$ cat src/rtl/mem_seq_ctrl.sv
// Command sequencer: parses CMD/ADDR/LEN/payload frames from a byte stream into memory-port strobes and returns read data plus a status byte.
// Optional inter-byte abort timer is enabled with MEM_SEQ_TIMEOUT_EN; without it timeout_o is constant 0.
module mem_seq_ctrl #(
    parameter int DEPTH          = 5,
    parameter int AW             = 3,
    parameter int TIMEOUT_CYCLES = 255
) (
    input  logic          clk_i,
    input  logic          rst_i,
    input  logic [7:0]    rx_data_i,
    input  logic          rx_valid_i,
    output logic          rx_ready_o,
    output logic [7:0]    tx_data_o,
    output logic          tx_valid_o,
    input  logic          tx_ready_i,
    output logic          tx_oe_o,
    output logic [AW-1:0] mem_addr_o,
    output logic [7:0]    mem_wdata_o,
    output logic          mem_we_o,
    output logic          mem_re_o,
    input  logic [7:0]    mem_rdata_i,
    output logic          busy_o,
    output logic          timeout_o
);

    typedef enum logic [2:0] {
        S_IDLE, S_GET_ADDR, S_GET_LEN, S_WR_DATA,
        S_RD_ISSUE, S_RD_WAIT, S_RD_SEND, S_STATUS
    } state_e;

    localparam logic [7:0] CMD_WR = 8'hFF;
    localparam logic [7:0] CMD_RD = 8'hAA;
    localparam logic [7:0] ST_OK  = 8'h5A;
    localparam logic [7:0] ST_ERR = 8'hE5;

    state_e        state_q, state_d;
    logic [AW-1:0] addr_q, addr_d;
    logic [7:0]    len_q, len_d;
    logic          isRead_q, isRead_d;
    logic          err_q, err_d;
    logic [7:0]    wdata_q, wdata_d;
    logic          we_q, we_d;
    logic [7:0]    txData_q, txData_d;
    logic          oe_q, oe_d;
    logic          timeout_q, timeout_d;

    logic          rxReady, txValid, rxFire, txFire, abort;
    logic [AW-1:0] addrInc;

    assign rxFire  = rx_valid_i && rxReady;
    assign txFire  = txValid && tx_ready_i;
    // Wrap at DEPTH rather than at 2^AW so a frame never walks into unmapped space.
    assign addrInc = (addr_q == AW'(DEPTH - 1)) ? '0 : addr_q + AW'(1);

`ifdef MEM_SEQ_TIMEOUT_EN
    localparam int CW = $clog2(TIMEOUT_CYCLES + 1);
    logic [CW-1:0] toCnt_q, toCnt_d;
    logic          waitState;

    always_comb begin
        waitState = (state_q == S_GET_ADDR) || (state_q == S_GET_LEN) || (state_q == S_WR_DATA);
        abort     = waitState && !rxFire && (toCnt_q == CW'(TIMEOUT_CYCLES - 1));
        toCnt_d   = '0;
        if (waitState && !rxFire && !abort) begin
            toCnt_d = toCnt_q + CW'(1);
        end
    end

    always_ff @(posedge clk_i) begin
        if (rst_i) begin
            toCnt_q <= '0;
        end else begin
            toCnt_q <= toCnt_d;
        end
    end
`else
    logic unusedTimeout;
    assign unusedTimeout = ^TIMEOUT_CYCLES;
    assign abort         = 1'b0;
`endif

    always_ff @(posedge clk_i) begin
        if (rst_i) begin
            state_q   <= S_IDLE;
            addr_q    <= '0;
            len_q     <= '0;
            isRead_q  <= 1'b0;
            err_q     <= 1'b0;
            wdata_q   <= '0;
            we_q      <= 1'b0;
            txData_q  <= '0;
            oe_q      <= 1'b0;
            timeout_q <= 1'b0;
        end else begin
            state_q   <= state_d;
            addr_q    <= addr_d;
            len_q     <= len_d;
            isRead_q  <= isRead_d;
            err_q     <= err_d;
            wdata_q   <= wdata_d;
            we_q      <= we_d;
            txData_q  <= txData_d;
            oe_q      <= oe_d;
            timeout_q <= timeout_d;
        end
    end

    always_comb begin
        state_d   = state_q;
        addr_d    = addr_q;
        len_d     = len_q;
        isRead_d  = isRead_q;
        err_d     = err_q;
        wdata_d   = wdata_q;
        we_d      = 1'b0;
        txData_d  = txData_q;
        oe_d      = oe_q;
        timeout_d = abort;
        // The write strobe uses the address of the byte just accepted, so advance only once it has fired.
        if (we_q) begin
            addr_d = addrInc;
        end
        unique case (state_q)
            S_IDLE: begin
                if (rxFire && (rx_data_i == CMD_WR || rx_data_i == CMD_RD)) begin
                    isRead_d = (rx_data_i == CMD_RD);
                    err_d    = 1'b0;
                    state_d  = S_GET_ADDR;
                end
            end
            S_GET_ADDR: begin
                if (rxFire) begin
                    err_d   = (rx_data_i >= 8'(DEPTH));
                    addr_d  = err_d ? '0 : rx_data_i[AW-1:0];
                    state_d = S_GET_LEN;
                end
            end
            S_GET_LEN: begin
                if (rxFire) begin
                    len_d = rx_data_i;
                    if (rx_data_i == 8'd0) begin
                        state_d = S_STATUS;
                    end else if (isRead_q) begin
                        state_d = S_RD_ISSUE;
                    end else begin
                        state_d = S_WR_DATA;
                    end
                end
            end
            S_WR_DATA: begin
                if (rxFire) begin
                    wdata_d = rx_data_i;
                    we_d    = !err_q;
                    len_d   = len_q - 8'd1;
                    if (len_q == 8'd1) begin
                        state_d = S_STATUS;
                    end
                end
            end
            S_RD_ISSUE: state_d = S_RD_WAIT;
            S_RD_WAIT: begin
                txData_d = err_q ? 8'h00 : mem_rdata_i;
                state_d  = S_RD_SEND;
            end
            S_RD_SEND: begin
                oe_d = 1'b1;
                if (txFire) begin
                    addr_d  = addrInc;
                    len_d   = len_q - 8'd1;
                    state_d = (len_q == 8'd1) ? S_STATUS : S_RD_ISSUE;
                end
            end
            S_STATUS: begin
                oe_d = 1'b1;
                if (txFire) begin
                    oe_d    = 1'b0;
                    state_d = S_IDLE;
                end
            end
            default: state_d = S_IDLE;
        endcase
        if (abort) begin
            state_d = S_IDLE;
        end
    end

    always_comb begin
        rxReady   = 1'b0;
        txValid   = 1'b0;
        tx_data_o = 8'h00;
        mem_re_o  = 1'b0;
        case (state_q)
            S_IDLE, S_GET_ADDR, S_GET_LEN, S_WR_DATA: rxReady = 1'b1;
            S_RD_ISSUE: mem_re_o = !err_q;
            S_RD_SEND: begin
                txValid   = 1'b1;
                tx_data_o = txData_q;
            end
            S_STATUS: begin
                txValid   = 1'b1;
                tx_data_o = err_q ? ST_ERR : ST_OK;
            end
            default: ;
        endcase
        // Reset masks every strobe and handshake during the reset cycle itself.
        if (rst_i) begin
            rxReady   = 1'b0;
            txValid   = 1'b0;
            tx_data_o = 8'h00;
            mem_re_o  = 1'b0;
        end
    end

    assign rx_ready_o  = rxReady;
    assign tx_valid_o  = txValid;
    assign tx_oe_o     = (oe_q || txValid) && !rst_i;
    assign mem_we_o    = we_q && !rst_i;
    assign mem_addr_o  = addr_q;
    assign mem_wdata_o = wdata_q;
    assign busy_o      = (state_q != S_IDLE) && !rst_i;
    assign timeout_o   = timeout_q && !rst_i;

endmodule

$ cat config.mk
export PLATFORM = sky130hd
export DESIGN_NAME = mem_seq_ctrl
export DESIGN_NICKNAME = d
export VERILOG_FILES = /design/src/rtl/mem_seq_ctrl.sv
export SDC_FILE = /design/constraint.sdc
export NUM_CORES = 1
export LEC_CHECK = 0
export CORE_UTILIZATION = 45
export CTS_CLUSTER_DIAMETER = 200
export CTS_CLUSTER_SIZE = 8
export DETAILED_ROUTE_END_ITERATION = 8
export PLACE_DENSITY = 0.76
export SLEW_MARGIN = 20
export SYNTH_ARGS = -nofsm -noshare
export SYNTH_HDL_FRONTEND = slang
export SYNTH_SLANG_ARGS = --single-unit
export TNS_END_PERCENT = 5
$ cat constraint.sdc
create_clock -name clk_i -period 1.65 [get_ports clk_i]
set_input_delay 0.33 -clock clk_i [delete_from_list [all_inputs] [get_ports clk_i]]
set_output_delay 0.33 -clock clk_i [all_outputs]
set_load 0.05 [all_outputs]
# Word-level counts from Yosys, hierarchy flattened
# Cells that the tools add are included.
# word_totals
inputBits	20
elab_cells	92
out_inout_bits	26
reg_bits	34
# op_classes
bitwise	2
eq_ne	18
mux	36
n_reduce_logical	24
n_addsub	2
order_cmp	1
# op_table
operator	n
2-to-1 mux 8 bit	6
2-to-1 mux 3 bit	14
case mux 3 bit (8 select lines)	1
case mux 8 bit (3 select lines)	1
== test 8 bit (second input constant)	2
case mux 8 bit (2 select lines)	1
== test 3 bit (second input constant)	5
inequality test 2 bit (second input constant)	7
2-to-1 mux 1 bit	9
== test 8 x 1 -> 1 bit (second input constant)	1
>= comparator 8 x 3 -> 1 bit (second input constant)	1
zero test 8 bit	1
subtractor 8 x 1 -> 8 bit (second input constant)	1
AND reduction 7 bit	1
== test 3 x 2 -> 1 bit (second input constant)	2
logical AND 1 bit	6
case mux 3 bit (2 select lines)	1
nonzero test 3 bit	2
case mux 1 bit (2 select lines)	2
AND reduction 2 bit	2
AND reduction 4 bit	1
nonzero test 2 bit	2
OR reduction 4 bit	1
adder 3 x 1 -> 3 bit (second input constant)	1
other kinds (9)	12

# Logic depth before layout (Yosys ltp)
# depth
word_depth	8
depth_mapped	7
ltp_nobuf	7

# Least setup slack after synthesis
# OpenSTA, ideal clock, no wires.
# synth_timing
path_type	register to output
startpoint	register state_q[0]
endpoint	output port mem_re_o
required_ps	1320
path_stages_with_launch	5
path_slack_ps	-1005
n_path_buf	2
arrival_ps	2325
path_cell_list	dfxtp_1 buf_2 buf_6 nor2_1 nor4b_1
# synth_between
elab_chain_len	3
# synth_rtl
element	line	source
from (decl)	36	state_e state_q, state_d;
from (signal assigned)	95	state_q <= state_d;
== test 3 bit	192	case (state_q)
2-to-1 mux 1 bit	192	
2-to-1 mux 1 bit	206	if (rst_i) begin
to (decl)	20	output logic mem_re_o,
# No other way between the ends.

# Worst setup path in the final report
# layout_timing
startpoint	register state_q[0]
endpoint	register addr_q[0] (netlist: mem_addr_o[0])
# layout_between
elab_chain_len	7
word_cells_on_any_way	17
cone_classes	eq/ne (5); mux (7); reduce/logical (5)
# layout_rtl
element	line	source
== test 3 x 1 -> 1 bit, or another cell as far along	123, 192	
OR reduction 4 bit or OR reduction 2 bit (tied branches)	n/a	
2-to-1 mux 1 bit	192	
2-to-1 mux 1 bit	206	
logical AND 1 bit (on tied branches)	50, 51	
2-to-1 mux 3 bit (on tied branches)	132, 167	
case mux 3 bit (2 select lines) (*)	123	unique case (state_q)
to (signal assigned)	96	addr_q <= addr_d;
to (decl)	37	logic [AW-1:0] addr_q, addr_d;
# Mark *: on every way between the ends. The rest lies on a longest branch, timed or not.
# A chain may end at the register's enable or synchronous reset.

==> results.toml <==
[clock_tree]
htreeDepth = 2
postCtsHoldBufs = 0
cts_tree = "done"
cts.clk_slew.worst_paths_ps = 70
clk_latency_ps = 300
cts_root_buf = "clkbuf_8"
cts_sinks = 34
cts_buffers = 5
clockBufferDepth = 2

[place]
portBuffers = 44
hpwl_mm = 4.266
routabilityCongestion = 0.9779
dp_slack_ps = -471.7

[floorplanning]
start_util_pct = 48.25
dieArea_um2 = 4714
top_level_ports = 46
core_um2 = 4144
rows = 23
fp.dieH_um = 68.66
fp.dieW_um = 68.66

[synthesis]
synth-edff-count = 0
async_reset_ff_share_pct = 0
synth-seq-area-share_pct = 34.04
yosys_warnings = 0
synth_ff_type = "dfxtp_1"
syn_nets = 275
syn_inst = 251
synth-seq-cells = 34
synth_cell_types = 53
postSynthAreaPerCell_um2 = 7.966
syn_area_um2 = 1999

[critical_path]
critPathLaunch = "state_q[0]"
crit_chain = "buf_8, nand4bb_1, a21oi_2, o32ai_1, a222oi_1, nor2_1"
required_ps = 1830
slowest_stage = "dfxtp_1"
slowest_delay_ps = 390
worst-path-max-fanout = 17
crit_path_start_kind = "flop"
endpoint_kind = "flop"
crit_arrival_ps = 1880
reg2reg_from = "state_q[0]"
crit_type = "reg -> reg"

[detailed_routing]
wirelength_mm = 6.545
first_pass_iters = 4
drc_errors = 0
drt_iter0_drc = 163
wl_per_cell_um = 16.28
drtAntennaViolNets = 0
via_per_inst = 5.627
num_vias = 2262

[global_routing]
antenna_found_initial = 0
grt_pass1_vias = 2141
grt_pass1_wl_mm = 9.777
gr-total-overflow = 0
grt_max_degree = 18
grt_util_all_layers_pct = 28.71

[layout]
n_antenna_cell = 0
utilization_pct = 80.74
nets = 375
n_fill_cell = 239
layout-drive-gt1-share_pct = 41.48
syn_to_final_growth_pct = 67.33

[run_status]
outcome = "finished with violations"
violations = "negative setup slack"

[min_path]
hold_start = "txData_q[7]"
worstHoldPathType = "reg -> reg"

[power_and_ir_drop]
power.share.clock_pct = 22.8
p_int_w = 0.001851
leakage_nw = 1.320
powerDensity_nw_per_um2 = 864.5
ir_drop_mv = 0.7340
seqPwrFrac_pct = 31.6
comb_power_share_pct = 45.6
p_sw_w = 0.001042
sw_frac_of_total_pct = 36.02

[sta]
worst_clock_skew_ps = 9.367
setup_slack_ps = -51.90
maxSlewHeadroom_pct = 66.48
holdWs_ps = 498.2
finalHoldViolations = 0
fmax_mhz = 587.6
finalMaxSlewViolations = 0
fin_crit_sh_pct = 103.1
period_minus_slack_ps = 1702
finalSetupViolCount = 13
tightest_slew_ps = 499.4
rsz0062_at_grt = "true"

[flow_run]
drv_cap = 0
==> state kept, by name, indices dropped and copies added (netlist names) <==
register     cells
err_q            1
isRead_q         1
len_q            8
mem_addr_o       3
mem_wdata_o      8
oe_q             1
state_q          3
txData_q         8
we_q             1
==> path summary, 6_finish.rpt <==
| path | to | slack [ps] | cells past startpoint |
|---|---|---|---|
| worst min-delay path | txData_q[7] | 500 | 2 |
| worst min register to register | txData_q[7] | 500 | 2 |
| worst max-delay path | mem_addr_o[0] | -50 | 6 |
| worst max register to register | mem_addr_o[0] | -50 | 6 |
==> per-layer routing <==
layer	global-route usage, %	share of wire (%)	up-vias
li1	-	-	1090
met1	35.74	42	1080
met2	47.67	50	78
met3	8.059	5.8	14
met4	8.854	2.0	0
met5	0	0	-
==> power by group through the flow <==
stage                     registers [W]  logic [W]  clock network (W)
after global routing           0.000914    0.00140           0.000709
after CTS                      0.000904    0.00116           0.000657
final                          0.000913    0.00132           0.000660
after detailed placement       0.000916    0.00108                  0
after global placement         0.000916    0.00106                  0
after floorplan                0.000918   0.000664                  0
==> final cells by class <==
cell class	count	area (um2)	share of cell area [%]
timing repair buffer	107	1055	31.53
multi-input combinational	189	1393	41.62
sequential	34	684.4	20.46
clock buffer	7	86.33	2.580
inverter	14	60.06	1.795
clock inverter	1	5.005	0.1496
tap	50	62.56	1.870
==> kinds of logic (layout without fill, tap and decap cells) <==
logic type	Yosys count	count (layout)	synth area share, %
other	1	1	0.1876
AOI/OAI and AO/OA	59	59	20.21
DFF	34	34	34.04
adders and majority gates	4	4	2.503
and+or+nand+nor	112	112	28.91
muxes	13	13	6.696
buffers and inverters	28	129	7.447
==> synth_stat cells (4+ instances only) <==
library cell	number	area (um2)
buf_6	4	45.04
nor2_1	46	172.7
nor3_1	9	45.04
ha_1	4	50.05
nor3b_1	9	67.56
a21oi_1	20	100.1
o21ai_0	7	35.03
dfxtp_1	34	680.7
nand3_1	6	30.03
nand2_1	16	60.06
buf_2	4	20.02
a22oi_1	4	30.03
mux2i_1	10	100.1
inv_1	14	52.55
clkbuf_1	4	15.01
nor2b_1	5	31.28
==> through the flow <==
step | instances | power, W | area [um2] | setup TNS (ps)
6_report | 402 | 0.002892 | 3346 | -428.0
5_1_grt | 402 | 0.003022 | 3346 | -1984
4_1_cts | 395 | 0.002722 | 3219 | -365.9
3_5_place_dp | 385 | 0.001993 | 2978 | -11170
3_3_place_gp | 385 | 0.001977 | 2978 | -10440
2_1_floorplan | 251 | 0.001583 | 2041 | -1416
==> placed cells by master, fill, tap and decap left out, types with 4 or more instances in the layout <==
cell	n
a21oi_4	6
clkdlybuf4s50_1	14
nor2_4	5
buf_4	67
nand2_1	12
dfxtp_1	31
mux2i_1	10
a22oi_1	4
nor2_1	39
nor3_1	5
a21oi_1	14
clkbuf_8	6
dlygate4sd2_1	4
buf_12	15
buf_6	5
inv_1	11
nor3b_1	8
o21ai_0	5
nand3_1	6
==> critical path: cells and delay by family (launching register included) <==
family,cells,cell delay [ps]
AO/OA/AOI/OAI,3,740
flip-flops,1,390
AND/OR/NAND/NOR,2,250
buffers and inverters,1,200
==> repair_timing <==
action,4_1_cts,5_1_grt
endpoints found under the setup margin,34,43
endpoints found under the hold margin,0,0
buffers inserted,2,7
gates cloned,0,0
resized for setup,41,22
pin swaps,6,9
No activity file was read; power rests on OpenSTA's default activity.
